===== src/rtl/exec_win_pkg.sv =====
// Shared types and defaults for the execution-window generator.
package exec_win_pkg;

   typedef enum logic [2:0] {
      IDLE,
      DELAY,
      ACTIVE,
      GAP,
      DONE
   } win_state_e;

   localparam int CNT_W_DEF  = 8;
   localparam int REP_W_DEF  = 4;
   localparam int LEGACY_LEN = 6;

endpackage


===== src/rtl/exec_win_cnt.sv =====
// Loadable down-counter shared by the delay, window and gap phases.
module exec_win_cnt
   import exec_win_pkg::*;
#(
   parameter int CNT_W = CNT_W_DEF
) (
   input  logic             clk,
   input  logic             rst,
   input  logic             load,
   input  logic [CNT_W-1:0] load_val,
   output logic             expired
);

   logic [CNT_W-1:0] cnt;

   // Load value is phase length minus one, so expiry marks the last cycle.
   always_ff @(posedge clk) begin
      if (rst)               cnt <= '0;
      else if (load)         cnt <= load_val;
      else if (cnt != '0)    cnt <= cnt - CNT_W'(1);
   end

   assign expired = (cnt == '0);

endmodule


===== src/rtl/exec_window_gen.sv =====
// Execution-window enable generator: delay, repeated windows with gaps, trigger and done.
module exec_window_gen
   import exec_win_pkg::*;
#(
   parameter int N_CH  = 4,
   parameter int CNT_W = CNT_W_DEF,
   parameter int REP_W = REP_W_DEF
) (
   input  logic             clk,
   input  logic             rst,
   input  logic             start,
   input  logic             abort,
   input  logic [CNT_W-1:0] cfg_len,
   input  logic [CNT_W-1:0] cfg_dly,
   input  logic [CNT_W-1:0] cfg_gap,
   input  logic [REP_W-1:0] cfg_rep,
   input  logic [N_CH-1:0]  ch_mask,
   output logic [N_CH-1:0]  enable,
   output logic             trig_out,
   output logic             busy,
   output logic             done,
   output logic [REP_W-1:0] rep_idx
);

   win_state_e       state;
   logic [CNT_W-1:0] len_q;
   logic [CNT_W-1:0] gap_q;
   logic [REP_W-1:0] rep_q;
   logic [N_CH-1:0]  mask_q;

   logic [CNT_W-1:0] len_in;
   logic             launch;
   logic             more;
   logic             cnt_load;
   logic [CNT_W-1:0] cnt_val;
   logic             cnt_exp;

   assign len_in = (cfg_len == '0) ? CNT_W'(1) : cfg_len;
   assign launch = (state == IDLE) && start && !abort;
   assign more   = (rep_idx < rep_q);

   // Counter is reloaded on every phase entry, including back-to-back windows.
   always_comb begin
      cnt_load = 1'b0;
      cnt_val  = '0;
      case (state)
         IDLE: if (launch) begin
            cnt_load = 1'b1;
            cnt_val  = (cfg_dly != '0) ? cfg_dly - CNT_W'(1) : len_in - CNT_W'(1);
         end
         DELAY, GAP: if (cnt_exp) begin
            cnt_load = 1'b1;
            cnt_val  = len_q - CNT_W'(1);
         end
         ACTIVE: if (cnt_exp && more) begin
            cnt_load = 1'b1;
            cnt_val  = (gap_q != '0) ? gap_q - CNT_W'(1) : len_q - CNT_W'(1);
         end
         default: ;
      endcase
   end

   exec_win_cnt #(.CNT_W(CNT_W)) u_cnt (
      .clk      (clk),
      .rst      (rst),
      .load     (cnt_load),
      .load_val (cnt_val),
      .expired  (cnt_exp)
   );

   always_ff @(posedge clk) begin
      if (rst) begin
         state    <= IDLE;
         len_q    <= '0;
         gap_q    <= '0;
         rep_q    <= '0;
         mask_q   <= '0;
         enable   <= '0;
         trig_out <= 1'b0;
         busy     <= 1'b0;
         done     <= 1'b0;
         rep_idx  <= '0;
      end else begin
         trig_out <= 1'b0;
         done     <= 1'b0;
         if (abort && state != IDLE) begin
            state  <= IDLE;
            enable <= '0;
            busy   <= 1'b0;
         end else begin
            case (state)
               IDLE: if (launch) begin
                  len_q   <= len_in;
                  gap_q   <= cfg_gap;
                  rep_q   <= cfg_rep;
                  mask_q  <= ch_mask;
                  rep_idx <= '0;
                  busy    <= 1'b1;
                  if (cfg_dly == '0) begin
                     state    <= ACTIVE;
                     enable   <= ch_mask;
                     trig_out <= 1'b1;
                  end else begin
                     state <= DELAY;
                  end
               end
               DELAY: if (cnt_exp) begin
                  state    <= ACTIVE;
                  enable   <= mask_q;
                  trig_out <= 1'b1;
               end
               ACTIVE: if (cnt_exp) begin
                  if (more) begin
                     rep_idx <= rep_idx + REP_W'(1);
                     if (gap_q != '0) begin
                        state  <= GAP;
                        enable <= '0;
                     end
                  end else begin
                     state  <= DONE;
                     enable <= '0;
                     done   <= 1'b1;
                  end
               end
               GAP: if (cnt_exp) begin
                  state  <= ACTIVE;
                  enable <= mask_q;
               end
               DONE: begin
                  state <= IDLE;
                  busy  <= 1'b0;
               end
               default: state <= IDLE;
            endcase
         end
      end
   end

endmodule


===== config.mk =====
export PLATFORM = sky130hd
export DESIGN_NAME = exec_window_gen
export DESIGN_NICKNAME = d
export VERILOG_FILES = /design/src/rtl/exec_win_pkg.sv /design/src/rtl/exec_win_cnt.sv /design/src/rtl/exec_window_gen.sv
export SDC_FILE = /design/constraint.sdc
export NUM_CORES = 1
export LEC_CHECK = 0
export CORE_ASPECT_RATIO = 1.75
export CORE_MARGIN = 4
export CORE_UTILIZATION = 54
export CTS_CLUSTER_DIAMETER = 150
export DETAILED_ROUTE_END_ITERATION = 10
export PLACE_DENSITY = 0.8
export REMOVE_ABC_BUFFERS = 1
export SYNTH_ARGS = -nofsm -noshare
export SYNTH_HDL_FRONTEND = slang
export SYNTH_SLANG_ARGS = --single-unit

===== constraint.sdc =====
create_clock -name clk -period 3.2 [get_ports clk]
set_input_delay 0.64 -clock clk [delete_from_list [all_inputs] [get_ports clk]]
set_output_delay 0.64 -clock clk [all_outputs]
set_load 0.02 [all_outputs]

======== Word level (Yosys, flattened, before mapping) ========
Index checks and enable logic that the tools add are counted.
storage, ports and cells
  logic and storage cells ................. 93
  memory bits (writable) .................. 0
  ROM bits ................................ 0
  output and inout bits ................... 11
  bits in registers ....................... 46
  latch bits .............................. 0
  memories kept ........................... 0
  input bits .............................. 36
operators by class
  divide/modulo/power cells ............... 0
  mux-type cells .......................... 37
  equality and inequality tests ........... 10
  order comparisons ....................... 1
  reductions and logical operators ........ 25
  multiply operators ...................... 0
  bitwise operators ....................... 3
  shifts and indexed selects .............. 0
  $add $sub $neg .......................... 6
operators by type and width
  cell                                                 count
  two-way mux 8 bit                                    8
  subtractor 8 x 1 -> 8 bit, second input constant     5
  two-way mux 4 bit                                    9
  zero test 8 bit                                      3
  case mux 8 bit (3 select lines)                      1
  nonzero test 8 bit                                   3
  two-way mux 3 bit                                    5
  case mux 4 bit (3 select lines)                      1
  case mux 3 bit (3 select lines)                      1
  case mux 4 bit (2 select lines)                      1
  two-way mux 1 bit                                    7
  equality test 3 x 2 -> 1 bit, second input constant  2
  != test 2 bit, second input constant                 3
  AND reduction 6 bit                                  1
  nonzero test 2 bit                                   3
  nonzero test 3 bit                                   2
  AND reduction 5 bit                                  1
  adder 4 x 1 -> 4 bit, second input constant          1
  logical AND 1 bit                                    4
  less-than comparator 4 bit                           1
  != test 2 x 1 -> 1 bit, second input constant        2
  case mux 1 bit (2 select lines)                      2
  AND reduction 4 bit                                  1
  OR reduction 2 bit                                   2
  11 further kinds                                     13

======== Depth between registers and ports, before layout ========
  depth after elaboration ................. 7
  depth in mapped cells ................... 11
  mapped depth without buffers ............ 10

======== Hierarchy ========
Synthesis repeated with hierarchy kept, for this count alone.
unflattened totals
  cells, all modules ...................... 372
  area total of the unflattened synthesis .. 2855.2 um2
by module, submodules not included
  module           instances  cells each  sequential area each (um2)  area an instance (um2)
  exec_window_gen  1          319         760.7                       2379.8
  exec_win_cnt     1          53          160.2                       475.5

======== Worst setup path before layout ========
OpenSTA, ideal clock, no wires.
  path kind ............................... in2reg
  start ................................... input cfg_dly[1]
  end ..................................... register u_cnt.cnt[4]
  path buffers ............................ 1
  cell stages on the path ................. 10
  data arrival time ....................... 2.674 ns
  setup time .............................. 0.134 ns
  slack ................................... 0.392 ns
  required time ........................... 3.066 ns
  cells stage by stage .................... or4_4 buf_6 nor2_2 a21oi_1 ha_1 nor3b_1 a211oi_1 a2111oi_2 nor4_1 a211oi_1
on the way
  longest elaborated chain between the ends .. 5
  elaborated cells between the ends (all ways) .. 6
  those cells by class .................... add/sub (1); mux (4); reduce/logical (1)
RTL lines
  element                                                                 line                   text
  start, declared                                                         exec_window_gen.sv:14  input logic [CNT_W-1:0] cfg_dly,
  subtractor 8 x 1 -> 8 bit / nonzero test 8 bit (equally long branches)  exec_window_gen.sv:49  cnt_val = (cfg_dly != '0) ? cfg_dly - CNT_W'(1) : len_in - CNT_W'(1);
  two-way mux 8 bit (*)                                                   exec_window_gen.sv:49
  two-way mux 8 bit (*)                                                   exec_window_gen.sv:47  IDLE: if (launch) begin
  case mux 8 bit (3 select lines) (*)                                     exec_window_gen.sv:46  case (state)
  two-way mux 8 bit (*)                                                   exec_win_cnt.sv:19     else if (load) cnt <= load_val;
  end signal, assigned                                                    exec_win_cnt.sv:19
  end signal, assigned                                                    exec_win_cnt.sv:20     else if (cnt != '0) cnt <= cnt - CNT_W'(1);
  end, declared                                                           exec_win_cnt.sv:14     logic [CNT_W-1:0] cnt;
Every way passes the cells marked *; elsewhere a longest branch is shown, timed or not.
A chain may end at the register's enable or synchronous reset.

======== Final worst setup path ========
  start ................................... input cfg_len[7]
  end ..................................... register u_cnt.cnt[6]
on the way
  longest elaborated chain between the ends .. 7
RTL lines
  element                          line                   text
  start, declared                  exec_window_gen.sv:13  input logic [CNT_W-1:0] cfg_len,
  zero test 8 bit                  exec_window_gen.sv:38  assign len_in = (cfg_len == '0) ? CNT_W'(1) : cfg_len;
  two-way mux 8 bit                exec_window_gen.sv:38
  subtractor 8 x 1 -> 8 bit        exec_window_gen.sv:49
  two-way mux 8 bit                exec_window_gen.sv:49
  two-way mux 8 bit                exec_window_gen.sv:47
  case mux 8 bit (3 select lines)  exec_window_gen.sv:46
  two-way mux 8 bit                exec_win_cnt.sv:19
Every way passes these cells.

==> qor.txt <==
vias in the first global route = 2957
gr ovfl total = 0
post_cts resized = 0
Layout area overhead = 24.5%
crit-path leading delay family = compound AO/OA/AOI/OAI gates
Clock Tree Root = clkbuf_8
die width = 63.4 µm
power share of the clock group = 17.5%
Crit. End Element = register
most frequent cells in the layout = 70 x nand2_1, 46 x dfxtp_1, 46 x clkdlybuf4s50_1, 41 x a21oi_1, 29 x nor2_1
TritonRoute pass-1 iters = 4
CP Max Fanout = 3
worst path cell trace = clkdlybuf4s50_1, nor4_1, a21o_1, a21oi_1, ha_1, or3b_2, o21ai_0, nor4_1, o21ai_0, a21oi_1, o41a_1
Power, Total = 2070 µW
main combinational cell family by area after synthesis = simple AND/OR/NAND/NOR gates
Worst-path clk slew = 0.09 ns
fill count = 466
Hold Slack = 0.457 ns
ANT nets after route = 0
Starting DRT DRC Count = 156
Core Area = 5260 µm²
CTS H-tree lvls = 2
sequential area share after synthesis = 31.7%
Slew headroom = 64.5%
sw frac = 40.4%
share of cells above drive strength 1 = 10.3%
TritonCTS clock tree = yes
full die area = 6660 µm²
max_cap viols = 0
initial core utilization = 55.2%
Clock Latency Late Sink = 0.31 ns
NetSw = 838 µW
ys flop type = dfxtp_1
CTS Hold Bufs = 0
via-per-instance ratio = 6.16
critical path buffer and inverter count = 1
Die H = 105 µm
Post-Synth XOR/XNOR Area = 4.22%
final worst path period need = 2.94 ns
Routed WL = 7630 µm
measured slew at the worst slew-check pin = 0.532 ns
WP data arrival = 3.14 ns
GRT Util Overall = 23.4%
largest net degree at the start of global routing = 29
post-synth cell types = 62
synth top area cells = dfxtp_1 32%, nand2_1 9.1%, a21oi_1 7.1%
Synth Area in Simple Gates = 29.4%
footprint of the multi-input gates = 1850 µm²
syn_area_per_cell = 7.70 µm²
number of antenna diodes = 0
crit start category = primary input
dpl hpwl = 5980 µm
FFs w/ async S/R, synth = 0%
P_leak = 0.00137 µW
Clock Tree Buf Depth = 2
Worst Setup Path Type = in -> reg
Sequential Power Share = 37.0%
vias = 3031
Mapped Cells = 377
EDFF count, synth = 0
PwrDens = 573 nW/µm²
IO Pins = 47
drt drc = 0
number of post-CTS setup repair buffers = 0
gpl congestion = 0.915
cell count after placement = 484
Worst Path Required = 3.39 ns
Core Util, Final = 68.8%
Max Fclk = 340 MHz
first-pass GRT wire length = 12800 µm
post-route clock period utilization = 91.9%
mux cell area share after synthesis = 1.38%
antenna violations before repair = 0
max incr delay on CP = 0.49 ns
top cell type's share of synthesized area = 31.7%
Avg WL per Cell = 15.5 µm
Nets = 481
CTS Sinks = 46
Peak VDD IR = 370 µV
Seq cells post-synth = 46
most common cell after layout, fill and taps aside = nand2_1
Reg area = 921 µm²
# setup viols final = 0
TritonCTS buffer count = 5
Layout Cells excl Fill = 492
std cell rows = 35
RSZ-0062 raised after global routing = false
synthesized area = 2900 µm²
status = finished clean
leading area contributor after synthesis = dfxtp_1
fin. max-slew vios = 0
Synth Area in Adders = 3.88%
Pint = 1230 µW
Final Skew = 0.00709 ns
Port Buffers = 46
Hold Fails Final Rpt = 0
Gate power share = 45.5%
min-delay worst type = reg -> reg
slowest CP cell = clkdlybuf4s50_1
yosys warns = 0
Compound-Gate Fraction of Synth Area = 24.8%
-- layer usage --
layer | wire length [µm] | track usage [%] | vias to the layer above
li1 | - | - | 1487
met3 | 285 | 4.09 | 31
met2 | 4190 | 45.1 | 90
met1 | 2800 | 22.6 | 1423
met4 | 360 | 12.5 | 0
met5 | 0 | 0 | -
-- stage by stage --
step / worst slack, ns / setup TNS, ns / instance area (µm²)
after global placement: 0.0629 / 0 / 3520
after global routing: 0.0970 / 0 / 3610
after floorplan: 0.435 / 0 / 2820
after detailed placement: -0.0348 / -0.0348 / 3520
after CTS: 0.249 / 0 / 3610
final: 0.259 / 0 / 3610
-- flip-flops by register name (all words and copies together), names as in the netlist --
register and count:
enable 4, len_q 8, done 1, u_cnt.cnt 8, state 3, rep_q 4
rep_idx 4, busy 1, gap_q 8, mask_q 4, trig_out 1
-- cells by family (layout without fill, tap and decap cells) --
kind of cell | Yosys count | in the layout
simple gates | 169 | 169
xor+xnor | 14 | 14
buf+inv | 31 | 91
fa+ha+maj | 9 | 9
mux | 4 | 4
compound gates | 104 | 104
flops | 46 | 46
-- power groups by stage --
stage               clock network [µW]  logic [µW]  registers (µW)
global route                       393        1040             779
floorplan                            0         660             765
finish                             362         944             766
detailed placement                   0         933             777
global placement                     0         907             772
CTS                                372         939             763
-- cell type report --
type,count,area share (%)
clock buffers,5,1.90
clock inverters,3,0.588
inverters,14,1.45
multi-input cells,300,51.2
flip-flops and latches,46,25.5
well taps,55,1.90
repair buffers,69,17.5
-- worst register-to-register path, delay by kind of cell (launching register included) --
family / cells / cell delay [ns]
adder cells (fa/ha/maj): 1 / 0.28
buffers and inverters: 1 / 0.07
flip-flops: 1 / 0.36
AO/OA/AOI/OAI: 2 / 0.86
AND/OR/NAND/NOR: 3 / 0.85
-- path summary, 6_finish.rpt --
| path | start | end | slack, ns | cells after the start |
|---|---|---|---|---|
| worst max register to register | u_cnt.cnt[0] | u_cnt.cnt[6] | 0.67 | 7 |
| worst min-delay path | mask_q[3] | mask_q[3] | 0.46 | 2 |
| worst min register to register | mask_q[3] | mask_q[3] | 0.46 | 2 |
| worst max-delay path | cfg_len[7] | u_cnt.cnt[6] | 0.26 | 11 |
-- Yosys cell counts, types with 2 or more instances --
master     number
nand2_1        70
dfxtp_1        46
a21oi_1        41
nor2_1         29
nor3_1         16
inv_1          14
clkbuf_1       11
a211oi_1        9
ha_1            9
o21ai_0         8
or3_1           8
xnor2_1         7
xor2_1          7
nand3_1         6
nor4_1          6
a31oi_1         5
a22o_1          4
and2_1          4
mux2i_1         4
nor2b_1         4
nor3b_1         4
o41ai_1         4
or4_1           4
a21o_1          3
a221oi_2        3
buf_1           3
o211a_1         3
o21ai_1         3
a2111oi_0       2
a311oi_1        2
buf_6           2
nand2b_1        2
nor4_4          2
o21a_1          2
o21bai_1        2
or4b_1          2
Power figures use the tool's default switching activity.
==> patch 1, RTL diff (same settings) <==
The 5 states of `win_state_e` get a Gray code encoding in 3 bits.
--- a/src/rtl/exec_win_pkg.sv
+++ b/src/rtl/exec_win_pkg.sv
@@ -2,11 +2,11 @@
 package exec_win_pkg;
 
    typedef enum logic [2:0] {
-      IDLE,
-      DELAY,
-      ACTIVE,
-      GAP,
-      DONE
+      IDLE   = 3'b000,
+      DELAY  = 3'b001,
+      ACTIVE = 3'b011,
+      GAP    = 3'b010,
+      DONE   = 3'b110
    } win_state_e;
 
    localparam int CNT_W_DEF  = 8;
Behaviour: no difference found for any inputs over 10 cycles, from zero or initial values and one cycle with rst high; not proved beyond that.
==> patch 1 against the unedited design <==
- synthesized area is 2.4% lower
- first-iteration DRC count is 28% lower
- count of clock-buffer cells in the layout is 2 higher
- sequential share of layout area is 0.13 points lower
- register-to-register slack worse by 100 ps
- total power is 5.4% lower
- worst setup slack worse by 110 ps
- design area is 0.52% higher
- die area is 2.2% lower
- clock power is 19% higher
- wire length is 0.54% lower
- sequential cell count stayed put
- largest power group unchanged
- highest routed layer unchanged
==> patch 1: results (changes against the unedited design) <==
Status: complete, no violations (unchanged)
Post-synthesis compound-gate area fraction: 0.235 (was 0.248)
Register area share after synthesis: 0.325 (was 0.317)
Synth Area in Adders: 0.0398 (was 0.0388)
Switch Pwr: 702 µW (was 838 µW)
Top cells by area, synth: dfxtp_1 (33%), nand2_1 (8.7%), a21oi_1 (6.9%) (was dfxtp_1 (32%), nand2_1 (9.1%), a21oi_1 (7.1%))
# resized after CTS: 0 (unchanged)
Most frequent cells after synthesis: nand2_1 (66), dfxtp_1 (46), a21oi_1 (39) (was nand2_1 (70), dfxtp_1 (46), a21oi_1 (41))
Post-CTS Setup Bufs: 0 (unchanged)
Clock Skew: 6.32 ps (was 7.09 ps)
First-pass GRT wire length: 12900 µm (was 12800 µm)
Layout cells sized above 1: 0.152 (was 0.103)
DRT iter0 DRCs: 113 (was 156)
Leakage: 0.00137 µW (about the same)
Initial antenna violation count: 0 (unchanged)
CP peak stage delay: 500 ps
Flop-to-flop setup slack: 570 ps (was 670 ps)
Multiplexer area fraction after synthesis: 0.0141 (was 0.0138)
Drt first pass iters: 5 (was 4)
Total Nets Final: 479 (was 481)
Largest net degree at the start of global routing: 37 (was 29)
GRT Total Usage: 0.242 (was 0.234)
Gpl congestion: 0.878 (was 0.915)
Post-synthesis cell type count: 60 (was 62)
Hold slack: 457 ps (about the same)
Via density: 5.94 (was 6.16)
Crit path DAT: 3270 ps (was 3140 ps)
Wire per inst: 15.5 µm (about the same)
Placed Area: 3510 µm² (was 3520 µm²)
Rel. slew slack: 0.490 (was 0.645)
Post-Synth XOR/XNOR Area: 0.0587 (was 0.0422)
Hpwl dp: 5850 µm (was 5980 µm)
Largest fanout on the critical path: 2 (was 3)
Worst vdd ir: 343 µV (was 370 µV)
patch 1: metal layers:
layer / share of wire / track usage / vias up
met5: 0 / 0 / -
met3: 0.039 / 0.0368 / 20
li1: - / - / 1451
met1: 0.38 / 0.264 / 1370
met4: 0.031 / 0.120 / 0
met2: 0.55 / 0.442 / 66
patch 1: critical path, delay by kind of cell:
family / cells / cell delay (ps)
fa+ha+maj: 1 / 170
compound gates: 5 / 860
simple gates: 5 / 1100
buf+inv: 1 / 500
patch 1: area by class of cell:
cell class              instances  area (µm²)
clock inverters                 1        30.0
flip-flops and latches         46         921
repair buffers                 80         716
inverters                      12        45.0
multi-input cells             289        1780
fillers                       412        1390
well taps                      54        67.6
clock buffers                   7        76.3
patch 1: through the flow:
step	total power, µW	setup WS, ps	cells
after floorplan	1280	451	347
after global placement	1500	-62.0	480
after detailed placement	1520	-136	480
after CTS	1950	118	488
after global routing	2090	8.27	489
final	1960	147	489
patch 1: power by group through the flow:
stage                     Combinational, µW  Clock [µW]  Sequential (µW)
after CTS                               787         434              727
after global routing                    885         460              740
after global placement                  764           0              735
final                                   800         432              729
after detailed placement                783           0              741
after floorplan                         542           0              734
patch 1: worst paths after layout:
path	startpoint	endpoint	cells after the start
worst max-delay path	cfg_len[4]	u_cnt.cnt[6]$_SDFFE_PP0P_	12
worst min-delay path	mask_q[3]$_SDFFE_PP0P_	mask_q[3]$_SDFFE_PP0P_	2
worst max register to register	u_cnt.cnt[0]$_SDFFE_PP0P_	u_cnt.cnt[0]$_SDFFE_PP0P_	8
worst min register to register	mask_q[3]$_SDFFE_PP0P_	mask_q[3]$_SDFFE_PP0P_	2
patch 1: kinds of logic after synthesis:
logic type,Yosys count
simple gates,158
compound gates,99
flops,46
buf+inv,27
xor+xnor,19
fa+ha+maj,9
mux,4
==> patch 2, RTL diff (config.mk and constraints unchanged) <==
Without the edit above. The package constant `REP_W_DEF` goes from 4 to 6.
--- a/src/rtl/exec_win_pkg.sv
+++ b/src/rtl/exec_win_pkg.sv
@@ -10,7 +10,7 @@
    } win_state_e;
 
    localparam int CNT_W_DEF  = 8;
-   localparam int REP_W_DEF  = 4;
+   localparam int REP_W_DEF  = 6;
    localparam int LEGACY_LEN = 6;
 
 endpackage
Ports: changed (resized cfg_rep and rep_idx); port bits go from 47 to 51. No check against the original RTL was run, so the function may have changed too.
==> patch 2 against the unedited design <==
- total power rose by 1.8%
- design area rose by 8.3%
- synthesized area rose by 4.4%
- wire length rose by 9.6%
- sequential power rose by 3.4%
- synthesized cell count rose by 6.4%
- maximum frequency fell by 1.6%
- worst setup slack got worse by 47 ps
- sequential cell count rose by 4
- critical endpoint unchanged
==> patch 2: results (changes against the unedited design) <==
Total Nets Final: 521 (was 481)
Reg-to-Reg Start: rep_idx[2]$_SDFFE_PP0P_ (was u_cnt.cnt[0]$_SDFFE_PP0P_)
Hpwl dp: 6550 µm (was 5980 µm)
Leakage: 0.00147 µW (was 0.00137 µW)
Worst path slowest cell: or4b_2 (was clkdlybuf4s50_1)
Placed insts: 539 (was 484)
Worst vdd ir: 342 µV (was 370 µV)
Post-Syn Instances: 401 (was 377)
Met2 wire len: 4690 µm (was 4190 µm)
Gpl congestion: 0.882 (was 0.915)
Met3 WL: 349 µm (was 285 µm)
Via density: 5.92 (was 6.16)
Power Internal: 1320 µW (was 1230 µW)
Metal-1 WL: 3050 µm (was 2800 µm)
Post-synthesis cell type count: 50 (was 62)
CP peak stage delay: 630 ps (was 490 ps)
Crit path DAT: 3210 ps (was 3140 ps)
Vias in the first global route: 3089 (was 2957)
Register area share after synthesis: 0.330 (was 0.317)
Reg-to-Reg End: enable[1]$_SDFFE_PP0P_ (was u_cnt.cnt[6]$_SDFFE_PP0P_)
Worst r2r path cells: 7 (unchanged)
First-pass GRT wire length: 13900 µm (was 12800 µm)
Port-buffer cells: 50 (was 46)
Top cells by area, synth: dfxtp_1 (33%), a21oi_1 (8.6%), nand2_1 (8.5%) (was dfxtp_1 (32%), nand2_1 (9.1%), a21oi_1 (7.1%))
Latest clock arrival within the worst-skew pair: 310 ps (about the same)
Status: complete, no violations (unchanged)
Clock Skew: 12.2 ps (was 7.09 ps)
Most frequent cells after synthesis: nand2_1 (69), a21oi_1 (52), dfxtp_1 (50) (was nand2_1 (70), dfxtp_1 (46), a21oi_1 (41))
Layout cells sized above 1: 0.110 (was 0.103)
Max Slew Vio Count: 0 (unchanged)
Rel. slew slack: 0.447 (was 0.645)
Worst hold start: rep_q[1]$_SDFFE_PP0P_ (was mask_q[3]$_SDFFE_PP0P_)
Hold slack: 461 ps (was 457 ps)
[patch 2: critical path, delay by kind of cell]
kind,cells,cell delay (ps)
adder cells (fa/ha/maj),1,180
AO/OA/AOI/OAI,5,1010
AND/OR/NAND/NOR,3,900
buffers and inverters,1,480
[patch 2: worst max path at each step]
stage | start | endpoint | cells past startpoint
final | cfg_dly[3] | u_cnt.cnt[6]$_SDFFE_PP0P_ | 10
after global routing | cfg_dly[0] | u_cnt.cnt[6]$_SDFFE_PP0P_ | 10
after CTS | cfg_len[1] | u_cnt.cnt[4]$_SDFFE_PP0P_ | 10
after detailed placement | cfg_len[1] | u_cnt.cnt[4]$_SDFFE_PP0P_ | 10
after global placement | cfg_len[5] | u_cnt.cnt[4]$_SDFFE_PP0P_ | 10
after floorplan | state[0]$_SDFFE_PP0P_ | state[1]$_SDFFE_PP0P_ | 6
[patch 2: kinds of logic (layout without fill, tap and decap cells)]
kind of cell             count (synthesis)  in the layout  synth area share
adder cells (fa/ha/maj)                 11             11            0.0454
AND/OR/NAND/NOR                        165            165             0.264
XOR/XNOR                                13             13            0.0376
multiplexers                             3              3           0.00991
flip-flops                              50             50             0.330
AO/OA/AOI/OAI                          125            125             0.263
buffers and inverters                   34            106            0.0499
[patch 2: metal layers]
| layer | GRT usage | vias up |
|---|---|---|
| li1 | - | 1609 |
| met1 | 0.260 | 1515 |
| met2 | 0.489 | 90 |
| met3 | 0.0346 | 25 |
| met4 | 0.0968 | 0 |
| met5 | 0 | - |
[patch 2: metrics by stage]
step                      setup slack (ps)  instance area, µm²
after CTS                             71.4                3900
final                                  212                3910
after floorplan                       -216                2940
after detailed placement              -232                3780
after global routing                 -34.6                3910
after global placement                -108                3780
[patch 2: repair_timing]
action | CTS | global route
setup buffers | 0 | 0
resized for setup | 0 | 4
setup endpoints to repair | 0 | 2
[patch 2: power by group through the flow]
stage	sequential [µW]	clock (µW)	combinational [µW]
final	792	463	854
after global routing	804	495	953
after CTS	789	471	843
after detailed placement	804	0	838
after global placement	799	0	821
after floorplan	796	0	553
[patch 2: final cells by class]
cell class / instances / area [µm²]
clock buffer: 5 / 68.8
multi-input combinational: 317 / 1900
fill: 467 / 1430
timing repair buffer: 83 / 748
tap: 74 / 92.6
sequential: 50 / 1000
inverter: 15 / 56.3
clock inverter: 3 / 48.8
